==> config.mk <==
export PLATFORM = sky130hd
export DESIGN_NAME = param_calculator
export DESIGN_NICKNAME = d
export VERILOG_FILES = /design/src/rtl/param_calculator.sv
export SDC_FILE = /design/constraint.sdc
export NUM_CORES = 1
export LEC_CHECK = 0
export CAP_MARGIN = 20
export CORE_ASPECT_RATIO = 1.75
export CORE_MARGIN = 2
export CORE_UTILIZATION = 45
export DETAILED_ROUTE_END_ITERATION = 16
export GPL_TIMING_DRIVEN = 0
export PLACE_DENSITY = 0.6
export SLEW_MARGIN = 20
export SYNTH_ARGS = -nofsm -noshare
export SYNTH_HDL_FRONTEND = slang
export SYNTH_SLANG_ARGS = --single-unit
==> constraint.sdc <==
create_clock -name Clk -period 8 [get_ports Clk]
set_input_delay 1.6 -clock Clk [delete_from_list [all_inputs] [get_ports Clk]]
set_output_delay 1.6 -clock Clk [all_outputs]
set_load 0.02 [all_outputs]
==> src/rtl/param_calculator.sv <==
// param_calculator: button-driven unsigned calculator with add/sub, shift-add multiply and restoring divide
module param_calculator #(
   parameter  int WIDTH = 16,
   localparam int CNT_W = $clog2(WIDTH) + 1
) (
   input  logic             Clk,
   input  logic             Reset,
   input  logic [WIDTH-1:0] In,
   input  logic             SCEN,
   input  logic             ButU,
   input  logic             ButD,
   input  logic             ButR,
   input  logic             ButL,
   output logic [WIDTH-1:0] Result,
   output logic [WIDTH-1:0] Rem,
   output logic             Ovf,
   output logic             DivZero,
   output logic             Busy,
   output logic             Done,
   output logic [8:0]       QState
);
   typedef enum logic [9:0] {
      INITIAL = 10'b00_0000_0001,
      GET_A   = 10'b00_0000_0010,
      GET_B   = 10'b00_0000_0100,
      GET_OP  = 10'b00_0000_1000,
      ADD     = 10'b00_0001_0000,
      SUB     = 10'b00_0010_0000,
      MUL     = 10'b00_0100_0000,
      DIV     = 10'b00_1000_0000,
      ERR     = 10'b01_0000_0000,
      DONE    = 10'b10_0000_0000
   } state_t;
   localparam logic [CNT_W-1:0] LAST = CNT_W'(WIDTH - 1);
   state_t             state;
   logic [WIDTH-1:0]   a, b, mq, dq, dr, dr_next, op_a;
   logic [2*WIDTH-1:0] prod, mc, mul_sum;
   logic [WIDTH:0]     div_try;
   logic               div_ge, btn;
   logic [CNT_W-1:0]   cnt;
   // ERR owns no exported bit, so it reads as QState==0 alongside DivZero
   assign QState = {state[9], state[7:0]};
   assign Busy   = |state[7:4];
   assign Done   = state[9];
   // one multiply/divide step, plus the A operand a new op starts from (Result when chaining)
   always_comb begin
      btn     = ButU | ButD | ButR | ButL;
      op_a    = (state == DONE) ? Result : a;
      mul_sum = prod + (mq[0] ? mc : '0);
      div_try = {dr, dq[WIDTH-1]};
      div_ge  = div_try >= {1'b0, b};
      dr_next = WIDTH'(div_ge ? div_try - {1'b0, b} : div_try);
   end
   // control FSM; Result/Rem are written only when an op starts or completes
   always_ff @(posedge Clk or posedge Reset) begin
      if (Reset) begin
         state   <= INITIAL;
         a       <= '0;
         b       <= '0;
         Result  <= '0;
         Rem     <= '0;
         Ovf     <= 1'b0;
         DivZero <= 1'b0;
         cnt     <= '0;
         prod    <= '0;
         mc      <= '0;
         mq      <= '0;
         dr      <= '0;
         dq      <= '0;
      end else begin
         case (state)
            INITIAL: begin
               Ovf     <= 1'b0;
               DivZero <= 1'b0;
               if (SCEN) state <= GET_A;
            end
            GET_A: begin
               a <= In;
               if (SCEN) state <= GET_B;
            end
            GET_B: begin
               b <= In;
               if (SCEN) state <= GET_OP;
            end
            GET_OP, DONE: begin
               if (state == DONE && SCEN) begin
                  state   <= INITIAL;
                  Ovf     <= 1'b0;
                  DivZero <= 1'b0;
               end else if (btn) begin
                  if (state == DONE) a <= Result;
                  Result  <= '0;
                  Rem     <= '0;
                  Ovf     <= 1'b0;
                  DivZero <= 1'b0;
                  cnt     <= '0;
                  prod    <= '0;
                  mc      <= {{WIDTH{1'b0}}, b};
                  mq      <= op_a;
                  dr      <= '0;
                  dq      <= op_a;
                  if (ButU) state <= MUL;
                  else if (ButD) begin
                     state   <= (b == '0) ? ERR : DIV;
                     DivZero <= (b == '0);
                  end else state <= ButR ? ADD : SUB;
               end
            end
            ADD: begin
               {Ovf, Result} <= {1'b0, a} + {1'b0, b};
               state         <= DONE;
            end
            SUB: begin
               Result <= a - b;
               Ovf    <= a < b;
               state  <= DONE;
            end
            MUL: begin
               prod <= mul_sum;
               mc   <= mc << 1;
               mq   <= mq >> 1;
               cnt  <= cnt + CNT_W'(1);
               if (cnt == LAST) begin
                  Result <= mul_sum[WIDTH-1:0];
                  Ovf    <= |mul_sum[2*WIDTH-1:WIDTH];
                  state  <= DONE;
               end
            end
            DIV: begin
               dr  <= dr_next;
               dq  <= {dq[WIDTH-2:0], div_ge};
               cnt <= cnt + CNT_W'(1);
               if (cnt == LAST) begin
                  Result <= {dq[WIDTH-2:0], div_ge};
                  Rem    <= dr_next;
                  Ovf    <= 1'b0;
                  state  <= DONE;
               end
            end
            ERR: begin
               if (SCEN) begin
                  state   <= INITIAL;
                  Ovf     <= 1'b0;
                  DivZero <= 1'b0;
               end
            end
            default: state <= INITIAL;
         endcase
      end
   end
endmodule

==> results of run 1 <==
## path summary, 6_finish.rpt
path | start | endpoint | cells after the start | slack, ps
max | mq[0] | Ovf | 15 | 3810
min | Rem[1] | Rem[1] | 2 | 490
max reg2reg | mq[0] | Ovf | 15 | 3810
min reg2reg | Rem[1] | Rem[1] | 2 | 490
max in group asynchronous | Reset | state[0] | 4 | 5420
min in group asynchronous | Reset | mc[1] | 2 | 1430
## synthesized netlist by cell type (6+ instances only)
master    instances  share of area [%]
a211oi_1          9               0.53
a21o_1           38                2.2
a21oi_1          89                3.5
a22o_1            9               0.62
a31oi_1          28                1.4
and2_1           37                1.8
and3_1           19               0.93
buf_2            20               0.78
buf_4            10               0.59
clkbuf_1         60                1.8
dfrtp_1         192                 38
ha_1             81                7.9
inv_1            48                1.4
mux2i_1          32                2.5
nand2_1         259                7.6
nand2b_1         16               0.78
nand3_1          30                1.2
nand4_1          12               0.59
nor2_1          126                3.7
nor2b_1          10               0.49
nor3_1           24               0.94
nor4_1            9               0.44
o211ai_1         14               0.82
o21a_1            6               0.35
o21ai_0         137                5.4
o21ai_1           6               0.23
o21bai_1          8               0.47
o31ai_1          45                2.6
or3_1             6               0.29
xnor2_1          29                2.0
xor2_1           18                1.2
## cell families (layout without fill, tap and decap cells)
logic type | after synthesis | count (layout) | synth area share [%]
flops | 193 | 193 | 37.72
xor+xnor | 47 | 47 | 3.214
buf+inv | 140 | 241 | 4.650
fa+ha+maj | 85 | 85 | 8.538
compound gates | 449 | 449 | 22.59
simple gates | 575 | 575 | 20.61
mux | 34 | 34 | 2.677
## metrics by stage
step | cell area (sq um) | hold WS (ps)
floorplan | 12810 | 449.1
global placement | 13950 | 466.3
detailed placement | 14010 | 468.2
CTS | 14610 | 485.4
global route | 14610 | 511.5
finish | 14610 | 486.2
## worst max-delay path, stage by stage (launching register included)
cell and delay [ps]:
dfrtp_1 480, clkbuf_1 340, and2_1 190, ha_1 190, inv_1 60, fa_1 370
nand2b_1 190, a21o_1 200, a211o_1 340, a2111oi_4 480, nor2_1 170, o31ai_1 310
xnor2_1 230, nand4_1 150, nor4_1 240, a31oi_1 110
## routing by layer
layer	global-route usage, %	up-vias
met5	0	-
met4	14.38	0
met3	3.117	76
met2	55.73	211
met1	29.24	5659
li1	-	5598
## flip-flops by register name, summed over array words and instances (netlist names)
name	count
dq	16
Rem	16
a	16
Result	16
mq	16
dr	16
prod	32
cnt	5
Ovf	1
mc	32
b	16
DivZero	1
state	10
## power by group
part,internal (mW),switching [mW],leakage [nW]
clock,0.489,0.402,0.288
combinational,1.67,2.48,3.94
sequential,1.39,0.391,2.27
total,3.55,3.27,6.50
## area by class of cell
class                           instances  area, sq um
Sequential cell                       193         4831
Clock buffer                           22        474.2
Buffer                                 92        415.4
Tap cell                              373        466.7
Multi-Input combinational cell       1190         7382
Clock inverter                         10        123.9
Inverter                               48        187.7
Timing Repair Buffer                   69        725.7
Fill cell                            2767        13370
==> impl_metrics.tcl, run 1 <==
set metrics [dict create \
    status "finished, final reports clean" \
    syn_area_sq_um 12810 \
    startpoint_type "register" \
    endpoint_kind "register" \
    fmax_mhz 238.5 \
    post_drt_wl_per_cell_microns 20.65 \
    placedCellCount 1965 \
    antenna_found_initial 0 \
    clk_latency_ps 460 \
    chipWidth_microns 131.5 \
    final_cells 1997 \
    port_buffers 67 \
    ys.flop_type "dfrtp_1" \
    drt_iter0_drc 857 \
    fin_crit_sh_pct 52.41 \
    relSlewSlack_pct 37.14 \
    synth_seq_area_share_pct 37.72 \
    post-cts-setup-buffers 0 \
    htreeDepth 4 \
    cts_buffer_depth 2 \
    start_util_pct 45.79 \
    p_leak_nw 6.498 \
    vias 11540 \
    n_antenna_cell 0 \
    rows 81 \
    die_h_microns 227.2 \
    final_nets 1719 \
    yosys.cell_types.count 79 \
    grt.total_usage_pct 28.25 \
    grt_pass1_vias 11860 \
    period_minus_slack_ps 4192 \
    slew_violations 0 \
    numCtsBuffers 17 \
    rsz0062_at_grt "false" \
    overflow 0 \
    grt_pass1_wl_mm 64.85 \
    setup_viol 0 \
    worst_slew_pin_slew_ps 938.8 \
    syn-instance-count 1523 \
    cp.required_ps 8340 \
    ys_warn_count 0 \
    met3_length_microns 866 \
    top_layer_used "met4" \
    area_growth_pct 14.04 \
    core_sq_um 27970 \
    synth_edf_count 0 \
    cp_max_fo 10 \
    cts_resized 0 \
    hold_violations 0 \
    crit_type "register to register" \
    tritoncts "built" \
    cts-root-buf "clkbuf_16" \
    synth_seq_cells 193 \
    fin_ws_ps 3808 \
    most-common-layout-cells "259 x nand2_1, 192 x dfrtp_1, 137 x o21ai_0, 126 x nor2_1, 89 x a21oi_1" \
    cts.sinks 193 \
    ant_nets 0 \
    max_cap_violations 0 \
    dieArea_sq_um 29880 \
    grt_max_degree 100 \
    skew_ps 10.44 \
    hold_buffers 0 \
    vias_per_cell 5.781 \
    wl_mm 41.24 \
    drc 0 \
    routabilityCongestion 0.9364 \
    dr_wl_met2_mm 22.86 \
    dp_slack_ps 3481 \
    dp_hpwl_mm 33.40 \
    final_common_cell "nand2_1" \
    asyncSetResetFlopFracSynth_pct 100.0 \
    hp-class "register to register" \
    pin_count 68 \
    met1_length_mm 15.61 \
    firstDrtPassIters 5 \
    drive_gt1_share_pct 5.234 \
    irDropWorstVdd_mv 0.3089 \
    path_clk_slew_ps 80 \
    post-route-util_pct 52.22 \
    arrival_ps 4530 \
    setup_tns_ps 0 \
    post_synth.cell_area_avg_sq_um 8.410 \
    fin_total_pwr_mw 6.821 \
    power_density_nw_per_um2 467.0 \
    mappedNetlistNets 1631 \
]
(Power assumes the default switching activity.)
==> run 2, diff against run 1 <==
==> constraint.sdc (replaced) <==
create_clock -name Clk -period 4.22 [get_ports Clk]
set_input_delay 0.844 -clock Clk [delete_from_list [all_inputs] [get_ports Clk]]
set_output_delay 0.844 -clock Clk [all_outputs]
set_load 0.02 [all_outputs]
==> run 2 against run 1 <==
Compared with the run above: clock skew shrank 1.7 ps; hold slack lost 6.1 ps; die area unchanged; non-clock buffer count rose by 4; wire length increased by 0.84%; sequential cell count unchanged; critical endpoint unchanged.
==> impl_metrics.tcl, run 2 (same netlist as run 1, synthesis figures left out) <==
set metrics [dict create \
    status "finished, final reports clean" \
    start_util_pct 45.79 \
    numCtsBuffers 17 \
    drc 0 \
    final_cells 2001 \
    n_antenna_cell 0 \
    pin_count 68 \
    irDropWorstVdd_mv 0.4579 \
    overflow 0 \
    max_cap_violations 0 \
    p_clk_share_pct 13.0 \
    hold_violations 0 \
    path_cells "clkbuf_1, and2_1, ha_1, clkbuf_1, and4_1, nor3b_1, a211oi_1, o211ai_1, o311a_1, or4b_1, nand3_1, nor4_1, a31oi_1" \
    placedCellCount 1970 \
    vias 11620 \
    grt_max_degree 33 \
    relSlewSlack_pct 35.58 \
    grt.total_usage_pct 28.59 \
    core_sq_um 27970 \
    startpoint_type "register" \
    cpMostUsedCell "clkbuf_1" \
    hp-class "register to register" \
    p_leak_nw 6.553 \
    regArea_sq_um 4833 \
    antenna_found_initial 0 \
    final_nets 1723 \
    period_minus_slack_ps 3940 \
    fin_ws_ps 280.1 \
    drt_iter0_drc 869 \
    die_h_microns 227.2 \
    wl_mm 41.59 \
    slowest_stage "dfrtp_2" \
    post-route-util_pct 52.63 \
    slew_violations 0 \
    cp.required_ps 4600 \
    cts_buffer_depth 2 \
    dp_hpwl_mm 33.91 \
    vias_per_cell 5.807 \
    routabilityCongestion 0.9383 \
    chipWidth_microns 131.5 \
    fill_cells 2760 \
    dp_slack_ps 4.283 \
    endpoint_kind "register" \
    crit_type "register to register" \
    skew_ps 8.717 \
    power_frac_seq_pct 26.2 \
    dieArea_sq_um 29880 \
    firstDrtPassIters 5 \
    grt_pass1_wl_mm 65.59 \
    clk_latency_ps 460 \
    most-common-layout-cells "259 x nand2_1, 190 x dfrtp_1, 137 x o21ai_0, 126 x nor2_1, 89 x a21oi_1" \
    power.net_switching_mw 6.187 \
    fmax_mhz 253.8 \
    cpPeakStageDelay_ps 530 \
    fin_area_sq_um 14720 \
    area_growth_pct 14.93 \
    fin_crit_sh_pct 93.36 \
    p_comb_share_pct 60.8 \
    post_drt_wl_per_cell_microns 20.78 \
    arrival_ps 4320 \
    cts-root-buf "clkbuf_16" \
    rsz0062_at_grt "false" \
    worst_slew_pin_slew_ps 957.4 \
    setup_viol 0 \
    htreeDepth 4 \
    drive_gt1_share_pct 5.774 \
    reg_top3 "mc x32, prod x32" \
    final_common_cell "nand2_1" \
    place_area_sq_um 14110 \
    cp_max_fo 15 \
    multiInputGateArea_sq_um 7393 \
    grt_pass1_vias 11880 \
    path_clk_slew_ps 80 \
    port_buffers 67 \
    intPower_mw 6.746 \
    rows 81 \
    p_sw_share_pct 47.84 \
    power_density_nw_per_um2 878.6 \
    finalHoldWorstSlack_ps 480.1 \
    post-cts-setup-buffers 0 \
    tritoncts "built" \
    cts.sinks 193 \
    ant_nets 0 \
]
-- run 2: cell count changes in the layout (fill, tap and decap cells not counted), sizes merged --
cell,before,now
clkbuf,82,79
buf,34,40
inv,51,50
clkinv,3,5
-- run 2: what timing repair did --
action,CTS,global route
endpoints found under the setup margin,1,28
resized for setup,0,6
hold buffers,0,0
-- run 2: worst paths after layout --
kind,endpoint,cells after the start,slack (ps),from
hold / removal,Rem[1],2,480,Rem[1]
setup reg to reg,Ovf,13,280,mq[0]
hold reg to reg,Rem[1],2,480,Rem[1]
min in group asynchronous,prod[6],2,780,Reset
max in group asynchronous,state[0],6,2210,Reset
setup / recovery,Ovf,13,280,mq[0]
-- run 2: power by group through the flow --
stage                     clock network (mW)  logic (mW)  registers [mW]
after floorplan                            0        5.68            3.26
after global placement                     0        7.65            3.38
after detailed placement                   0        7.75            3.40
after CTS                               1.72        7.79            3.38
after global routing                    1.78        8.73            3.48
final                                   1.68        7.86            3.39
-- run 2: final cells by class --
cell class / instances / area share, %
repair buffers: 74 / 5.661
plain buffers: 91 / 2.805
flip-flops and latches: 193 / 32.83
inverters: 48 / 1.249
multi-input cells: 1190 / 50.23
clock inverters: 11 / 0.8585
well taps: 373 / 3.170
clock buffers: 21 / 3.196
-- run 2: critical path: cells and delay by family (launching register included) --
family	cells	cell delay (ps)
AOI/OAI and AO/OA	4	1240
adders and majority gates	1	220
and+or+nand+nor	6	1280
buffers and inverters	2	580
DFF	1	530
-- run 2: through the flow --
| stage | setup TNS [ps] | power [mW] |
|---|---|---|
| final | 0 | 12.93 |
| after global routing | 0 | 13.99 |
| after CTS | 0 | 12.89 |
| after detailed placement | 0 | 11.14 |
| after global placement | -159550 | 11.02 |
| after floorplan | 0 | 8.944 |
-- run 2: per-layer routing --
layer / vias to the layer above / wire length (microns) / GRT usage, %
met5: - / 0 / 0
met3: 89 / 1211 / 3.808
met2: 276 / 23020 / 56.17
met4: 0 / 2064 / 14.80
li1: 5609 / - / -
met1: 5645 / 15290 / 29.27
